### config.mk
export PLATFORM = sky130hd
export DESIGN_NAME = gemm_tile_ctrl
export DESIGN_NICKNAME = d
export VERILOG_FILES = /design/src/rtl/gemm_pkg.sv /design/src/rtl/gemm_tile_counter.sv /design/src/rtl/gemm_tile_ctrl.sv
export SDC_FILE = /design/constraint.sdc
export NUM_CORES = 1
export LEC_CHECK = 0
export CAP_MARGIN = 20
export CORE_MARGIN = 3
export CORE_UTILIZATION = 44
export DETAILED_ROUTE_END_ITERATION = 10
export HOLD_SLACK_MARGIN = 0.12
export RECOVER_POWER = 25
export SLEW_MARGIN = 20
export SYNTH_ARGS = -nofsm -noshare
export SYNTH_HDL_FRONTEND = slang
export SYNTH_SLANG_ARGS = --single-unit
### constraint.sdc
create_clock -name clk_i -period 13.4 [get_ports clk_i]
set_clock_uncertainty 0.05 [all_clocks]
set_input_delay 2.68 -clock clk_i [delete_from_list [all_inputs] [get_ports clk_i]]
set_output_delay 2.68 -clock clk_i [all_outputs]
set_load 0.02 [all_outputs]
### src/rtl/gemm_pkg.sv
// gemm_pkg: shared definitions for the GEMM tile sequencer.
//   - default tile shape, memory depth and width constants
//   - sequencer state enum
//   - tile-count / size-validation helpers
package gemm_pkg;

  localparam int unsigned DefInDataWidth   = 8;
  localparam int unsigned DefOutDataWidth  = 32;
  localparam int unsigned DefSizeAddrWidth = 8;
  localparam int unsigned DefDataDepth     = 256;
  localparam int unsigned DefM             = 8;
  localparam int unsigned DefK             = 4;
  localparam int unsigned DefN             = 2;

  typedef enum logic [2:0] {
    IDLE,
    ISSUE,
    DRAIN,
    WRITE,
    DONE
  } state_e;

  // Number of tiles along a dimension whose tile size is 2**shift.
  function automatic logic [31:0] tile_count(input logic [31:0] size, input int unsigned shift);
    return size >> shift;
  endfunction

  // Non-zero and an exact multiple of 2**shift.
  function automatic logic size_ok(input logic [31:0] size, input int unsigned shift);
    logic [31:0] mask;
    mask = (32'd1 << shift) - 32'd1;
    return (size != '0) && ((size & mask) == '0);
  endfunction

endpackage

### src/rtl/gemm_tile_counter.sv
// gemm_tile_counter: nested kt (inner) / nt (middle) / mt (outer) tile counter.
//   clk_i, rst_ni      clock, async active-low reset
//   clr_i              return all indices to 0 (priority over inc_i)
//   inc_i              advance kt, carrying into nt then mt
//   *_cnt_i            tile counts per dimension (wrap bounds)
//   kt_o               current kt index
//   *_nxt_o            indices for the following cycle
//   *_wrap_o           index is at its last value
module gemm_tile_counter
  import gemm_pkg::*;
#(
  parameter int unsigned Width = DefSizeAddrWidth
) (
  input  logic             clk_i,
  input  logic             rst_ni,
  input  logic             clr_i,
  input  logic             inc_i,
  input  logic [Width-1:0] kt_cnt_i,
  input  logic [Width-1:0] nt_cnt_i,
  input  logic [Width-1:0] mt_cnt_i,
  output logic [Width-1:0] kt_o,
  output logic [Width-1:0] kt_nxt_o,
  output logic [Width-1:0] nt_nxt_o,
  output logic [Width-1:0] mt_nxt_o,
  output logic             kt_wrap_o,
  output logic             nt_wrap_o,
  output logic             mt_wrap_o
);

  logic [Width-1:0] nt_q, mt_q;

  assign kt_wrap_o = (kt_o == kt_cnt_i - Width'(1));
  assign nt_wrap_o = (nt_q == nt_cnt_i - Width'(1));
  assign mt_wrap_o = (mt_q == mt_cnt_i - Width'(1));

  always_comb begin
    kt_nxt_o = kt_o;
    nt_nxt_o = nt_q;
    mt_nxt_o = mt_q;
    if (clr_i) begin
      kt_nxt_o = '0;
      nt_nxt_o = '0;
      mt_nxt_o = '0;
    end else if (inc_i) begin
      kt_nxt_o = kt_wrap_o ? '0 : kt_o + Width'(1);
      if (kt_wrap_o) begin
        nt_nxt_o = nt_wrap_o ? '0 : nt_q + Width'(1);
        if (nt_wrap_o) begin
          mt_nxt_o = mt_wrap_o ? '0 : mt_q + Width'(1);
        end
      end
    end
  end

  always_ff @(posedge clk_i or negedge rst_ni) begin
    if (!rst_ni) begin
      kt_o <= '0;
      nt_q <= '0;
      mt_q <= '0;
    end else begin
      kt_o <= kt_nxt_o;
      nt_q <= nt_nxt_o;
      mt_q <= mt_nxt_o;
    end
  end

endmodule

### src/rtl/gemm_tile_ctrl.sv
// gemm_tile_ctrl: tile sequencer for C = A*B (or C += A*B) over tile-packed SRAMs.
//   clk_i, rst_ni                 clock, async active-low reset
//   start_i, accum_i              job request / accumulate mode (sampled in IDLE)
//   M_size_i, K_size_i, N_size_i  matrix dimensions (latched with start)
//   sram_{a,b,c}_addr_o           SRAM word addresses (registered)
//   sram_c_we_o                   C write enable (WRITE state)
//   pe_valid_o, pe_first_o        A/B read data valid / first K-step of tile
//   pe_load_c_o                   first K-step also adds C read data (accum mode)
//   busy_o, done_o, err_o         job active / end pulse / rejected-start pulse
module gemm_tile_ctrl
  import gemm_pkg::*;
#(
  parameter int unsigned InDataWidth   = DefInDataWidth,
  parameter int unsigned OutDataWidth  = DefOutDataWidth,
  parameter int unsigned SizeAddrWidth = DefSizeAddrWidth,
  parameter int unsigned DataDepth     = DefDataDepth,
  parameter int unsigned AddrWidth     = $clog2(DataDepth),
  parameter int unsigned M             = DefM,
  parameter int unsigned K             = DefK,
  parameter int unsigned N             = DefN
) (
  input  logic                     clk_i,
  input  logic                     rst_ni,
  input  logic                     start_i,
  input  logic                     accum_i,
  input  logic [SizeAddrWidth-1:0] M_size_i,
  input  logic [SizeAddrWidth-1:0] K_size_i,
  input  logic [SizeAddrWidth-1:0] N_size_i,
  output logic [AddrWidth-1:0]     sram_a_addr_o,
  output logic [AddrWidth-1:0]     sram_b_addr_o,
  output logic [AddrWidth-1:0]     sram_c_addr_o,
  output logic                     sram_c_we_o,
  output logic                     pe_valid_o,
  output logic                     pe_first_o,
  output logic                     pe_load_c_o,
  output logic                     busy_o,
  output logic                     done_o,
  output logic                     err_o
);

  localparam int unsigned SW     = SizeAddrWidth;
  localparam int unsigned ProdW  = 2 * SizeAddrWidth;
  localparam int unsigned MShift = $clog2(M);
  localparam int unsigned KShift = $clog2(K);
  localparam int unsigned NShift = $clog2(N);

  // Element widths belong to the datapath; the sequencer only carries them.
  if (OutDataWidth < InDataWidth) begin : g_width_note
  end

  state_e state_q, state_d;

  logic [SW-1:0]        mt_cnt_q, kt_cnt_q, nt_cnt_q;
  logic                 accum_q, last_q, err_q;
  logic                 pe_valid_q, pe_first_q, pe_load_c_q;
  logic [AddrWidth-1:0] a_addr_q, b_addr_q, c_addr_q, tile_c_q;

  logic [31:0]          mt_new, kt_new, nt_new;
  logic [63:0]          mk_prod, kn_prod, mn_prod;
  logic                 size_valid, start_ok, accum_nxt;

  logic [SW-1:0]        kt_q, kt_nxt, nt_nxt, mt_nxt;
  logic                 kt_wrap, nt_wrap, mt_wrap;
  logic [ProdW-1:0]     a_word, b_word, c_word;

  // Size validation on the live inputs; only meaningful in IDLE.
  always_comb begin
    mt_new     = tile_count(32'(M_size_i), MShift);
    kt_new     = tile_count(32'(K_size_i), KShift);
    nt_new     = tile_count(32'(N_size_i), NShift);
    mk_prod    = 64'(mt_new) * 64'(kt_new);
    kn_prod    = 64'(kt_new) * 64'(nt_new);
    mn_prod    = 64'(mt_new) * 64'(nt_new);
    size_valid = size_ok(32'(M_size_i), MShift) &&
                 size_ok(32'(K_size_i), KShift) &&
                 size_ok(32'(N_size_i), NShift) &&
                 (mk_prod <= 64'(DataDepth)) &&
                 (kn_prod <= 64'(DataDepth)) &&
                 (mn_prod <= 64'(DataDepth));
  end

  assign start_ok  = (state_q == IDLE) && start_i && size_valid;
  assign accum_nxt = (state_q == IDLE) ? accum_i : accum_q;

  gemm_tile_counter #(
    .Width(SW)
  ) u_counter (
    .clk_i    (clk_i),
    .rst_ni   (rst_ni),
    .clr_i    (start_ok),
    .inc_i    (state_q == ISSUE),
    .kt_cnt_i (kt_cnt_q),
    .nt_cnt_i (nt_cnt_q),
    .mt_cnt_i (mt_cnt_q),
    .kt_o     (kt_q),
    .kt_nxt_o (kt_nxt),
    .nt_nxt_o (nt_nxt),
    .mt_nxt_o (mt_nxt),
    .kt_wrap_o(kt_wrap),
    .nt_wrap_o(nt_wrap),
    .mt_wrap_o(mt_wrap)
  );

  // Addresses are built from the counter's next-cycle indices so they can be
  // registered and still line up with the state they belong to. On the start
  // edge the indices are all zero, so the not-yet-latched counts do not matter.
  always_comb begin
    a_word = ProdW'(mt_nxt) * ProdW'(kt_cnt_q) + ProdW'(kt_nxt);
    b_word = ProdW'(kt_nxt) * ProdW'(nt_cnt_q) + ProdW'(nt_nxt);
    c_word = ProdW'(mt_nxt) * ProdW'(nt_cnt_q) + ProdW'(nt_nxt);
  end

  always_comb begin
    state_d     = state_q;
    sram_c_we_o = 1'b0;
    done_o      = 1'b0;
    busy_o      = (state_q != IDLE);
    unique case (state_q)
      IDLE:    if (start_ok) state_d = ISSUE;
      ISSUE:   if (kt_wrap) state_d = DRAIN;
      DRAIN:   state_d = WRITE;
      WRITE: begin
        sram_c_we_o = 1'b1;
        state_d     = last_q ? DONE : ISSUE;
      end
      DONE: begin
        done_o  = 1'b1;
        state_d = IDLE;
      end
      default: state_d = IDLE;
    endcase
  end

  always_ff @(posedge clk_i or negedge rst_ni) begin
    if (!rst_ni) begin
      state_q     <= IDLE;
      mt_cnt_q    <= '0;
      kt_cnt_q    <= '0;
      nt_cnt_q    <= '0;
      accum_q     <= 1'b0;
      last_q      <= 1'b0;
      err_q       <= 1'b0;
      pe_valid_q  <= 1'b0;
      pe_first_q  <= 1'b0;
      pe_load_c_q <= 1'b0;
      tile_c_q    <= '0;
      a_addr_q    <= '0;
      b_addr_q    <= '0;
      c_addr_q    <= '0;
    end else begin
      state_q <= state_d;
      err_q   <= (state_q == IDLE) && start_i && !size_valid;

      if (start_ok) begin
        mt_cnt_q <= SW'(mt_new);
        kt_cnt_q <= SW'(kt_new);
        nt_cnt_q <= SW'(nt_new);
        accum_q  <= accum_i;
      end

      // Last tile is known once its final K-step has been issued.
      if (start_ok) begin
        last_q <= 1'b0;
      end else if ((state_q == ISSUE) && kt_wrap && nt_wrap && mt_wrap) begin
        last_q <= 1'b1;
      end

      pe_valid_q  <= (state_q == ISSUE);
      pe_first_q  <= (state_q == ISSUE) && (kt_q == '0);
      pe_load_c_q <= (state_q == ISSUE) && (kt_q == '0) && accum_q;

      // The counter has moved on to the next tile by WRITE; keep this one's C word.
      if ((state_d == ISSUE) && (kt_nxt == '0)) begin
        tile_c_q <= AddrWidth'(c_word);
      end

      a_addr_q <= (state_d == ISSUE) ? AddrWidth'(a_word) : '0;
      b_addr_q <= (state_d == ISSUE) ? AddrWidth'(b_word) : '0;
      if ((state_d == ISSUE) && (kt_nxt == '0) && accum_nxt) begin
        c_addr_q <= AddrWidth'(c_word);
      end else if (state_d == WRITE) begin
        c_addr_q <= tile_c_q;
      end else begin
        c_addr_q <= '0;
      end
    end
  end

  assign sram_a_addr_o = a_addr_q;
  assign sram_b_addr_o = b_addr_q;
  assign sram_c_addr_o = c_addr_q;
  assign pe_valid_o    = pe_valid_q;
  assign pe_first_o    = pe_first_q;
  assign pe_load_c_o   = pe_load_c_q;
  assign err_o         = err_q;

endmodule
==> run summary <==
Status: finished, violations left
Failing checks: capacitance limit, slew limit
Largest net degree at the start of global routing: 45
CP startpoint kind: input pin
Slowest library cell on the worst path: clkdlybuf4s50_1
Setup Total Neg Slack: 0 ns
Diode count: 0
Post-synth top cells: nand2_1 (160), inv_1 (152), ha_1 (116)
Top cell by count, worst path: fa_1
DRT Pass-1 Iters: 5
CP Capture Point: tile_c_q[7]
Initial Utilization: 45.5%
Ports: 59
CP required: 13.58 ns
Full die area: 26,600 um^2
HP Class: reg2reg
Async set-reset flop share out of synthesis: 100%
Layout Cells excl Fill: 1,604
Post-CTS setup buffer count: 0
CP Buf/Inv Count: 4
Setup crit start: M_size_i[7]
Seq cells post-synth: 83
Area leader, netlist: dfrtp_1
Post-synth top flop: dfrtp_1
Drt total wl: 27,000 um
# resized after CTS: 0
Largest cells by area after synthesis: dfrtp_1 (19%), fa_1 (19%), ha_1 (13%)
Site row count: 56
Number of H-tree levels: 3
Final setup fails: 0
Initial antenna violation count: 0
Synth unique cells: 74
Most frequent cell after synthesis: nand2_1
Mapped Cells: 1,257
Overflow after GRT: 0
RSZ-0062 raised after global routing: no
Worst slew pin tran: 2.61 ns
Max VDD drop: 0.0495 mV
Placed cell area: 11,700 um^2
Max clock buf depth: 2
Slew Viols, Final: 86
Vias in the first global route: 8,967
Drt wl/cell: 16.8 um
Pwr per Cell Area: 83.3 nW/um^2
Gr usage total: 21.5%
Finished Cell Area: 11,900 um^2
Share of post-route cells with drive strength above 1: 3.97%
Slew margin rel.: -73.9%
Slowest stage delay, CP: 0.80 ns
Hold Vio Cnt, Final: 0
CP Class: in2reg
Vias/cell: 5.39
Post-synthesis cell area: 10,900 um^2
Post-synthesis sequential area ratio: 19.1%
Worst-path clk slew: 0.06 ns
Hold buffer count at cts: 0
Hold path startpoint: tile_c_q[7]
Yosys warns: 0
Root buf cell: clkbuf_16
Data arrival time of the critical path: 11.71 ns
Core area: 23,900 um^2
Reg2Reg Depth: 25
Nets: 1,525
Worst r2r src: nt_cnt_q[1]
Reg2reg end: tile_c_q[7]
Hpwl dp: 21,600 um
Routed Antenna Nets: 0
Hold WS: 0.436 ns
Fillers: 2,338
Max Freq: 0.0867 GHz
Synthesized area per cell: 8.64 um^2
Die width: 163 um
Routability cong.: 0.869
Layout area overhead: 9.88%
Num CTS Buffers: 9
CP endpoint kind: flip-flop
CTS tree: done
Final min period: 11.53 ns
DRC viols: 0
Total number of vias: 8,651
Flop-to-flop setup slack: 6.06 ns
Net Count, Synth: 1,502
FF+latch area: 2080 um^2
Die Ht: 163 um
Crit path depth: 32
Number of synthesized flops with an enable pin: 0
First-pass GRT wire length: 45,600 um
Final Cycle Share: 86.0%
Multi-input combinational cell area: 7990 um^2
DP Cell Count: 1,588
Top cell type's share of synthesized area: 19.1%
Clock sinks: 83
Leakage: 0.00574 uW
Skew-Pair Late Insertion Delay: 0.35 ns
MaxCap Viol Count: 2
Starting DRC count in detailed routing: 425
Delay-heaviest family, CP: adder cells
Crit-path max FO: 19
PortBufs: 58
==> area by class of cell <==
type / count / area share, %
multi-input combinational: 966 / 66.9
sequential: 83 / 17.4
timing repair buffer: 66 / 5.28
inverter: 154 / 4.84
tap: 319 / 3.34
clock buffer: 11 / 1.95
clock inverter: 5 / 0.252
==> layer usage <==
| layer | routed length [um] | global-route usage (%) | part of all wire [%] | up-vias |
|---|---|---|---|---|
| li1 | - | - | - | 4195 |
| met1 | 12000 | 27.7 | 44 | 4199 |
| met2 | 13000 | 37.2 | 48 | 209 |
| met3 | 1160 | 2.41 | 4.3 | 48 |
| met4 | 855 | 8.19 | 3.2 | 0 |
| met5 | 0 | 0 | 0 | - |
==> sequential cells by signal, summed over array words and instances, names as in the netlist, 3 cells and up <==
register	count
state_q	3
sram_a_addr_o	8
sram_c_addr_o	8
u_counter.nt_q	8
tile_c_q	8
u_counter.kt_o	8
mt_cnt_q	5
sram_b_addr_o	8
u_counter.mt_q	8
kt_cnt_q	6
nt_cnt_q	7
==> cells in the final DEF (no fill, tap or decap), types with 23 or more instances in the layout <==
master,instances
nand2_1,160
inv_1,152
ha_1,116
fa_1,101
nor2_1,89
and2_1,85
dfrtp_1,83
xnor2_1,60
clkdlybuf4s50_1,57
nor3_1,37
a21oi_1,36
o21ai_0,26
xor2_1,23
==> kinds of logic (layout without fill, tap and decap cells) <==
kind of cell,after synthesis,after routing,share of synthesized area (%)
muxes,13,13,1.29
adders and majority gates,217,217,32.0
and+or+nand+nor,492,492,23.1
buffers and inverters,208,236,7.42
DFF,83,83,19.1
AOI/OAI and AO/OA,160,160,10.2
xor gates and xnor gates,84,84,6.90
==> report_power, final <==
part | switching, uW | internal (uW) | total, uW
sequential | 20.6 | 261 | 281
combinational | 276 | 208 | 484
clock | 104 | 125 | 228
total | 400 | 593 | 994
==> worst min path at each step <==
stage,endpoint,slack [ns],cells after the start
5_1_grt,tile_c_q[0],0.47,1
4_1_cts,sram_c_addr_o[7],0.44,1
3_3_place_gp,sram_c_addr_o[7],0.43,1
3_5_place_dp,sram_c_addr_o[7],0.43,1
6_report,sram_c_addr_o[7],0.44,1
2_1_floorplan,sram_c_addr_o[0],0.42,1
==> per-stage QoR <==
step                      total power, uW  util [%]  setup slack [ns]
after detailed placement              770      48.9              1.44
after global placement                766      48.9              1.51
after floorplan                       651         -              2.64
after CTS                            1000      50.0              1.80
final                                 994      49.9              1.87
after global routing                 1090      49.9              1.15
(Power assumes the default switching activity.)
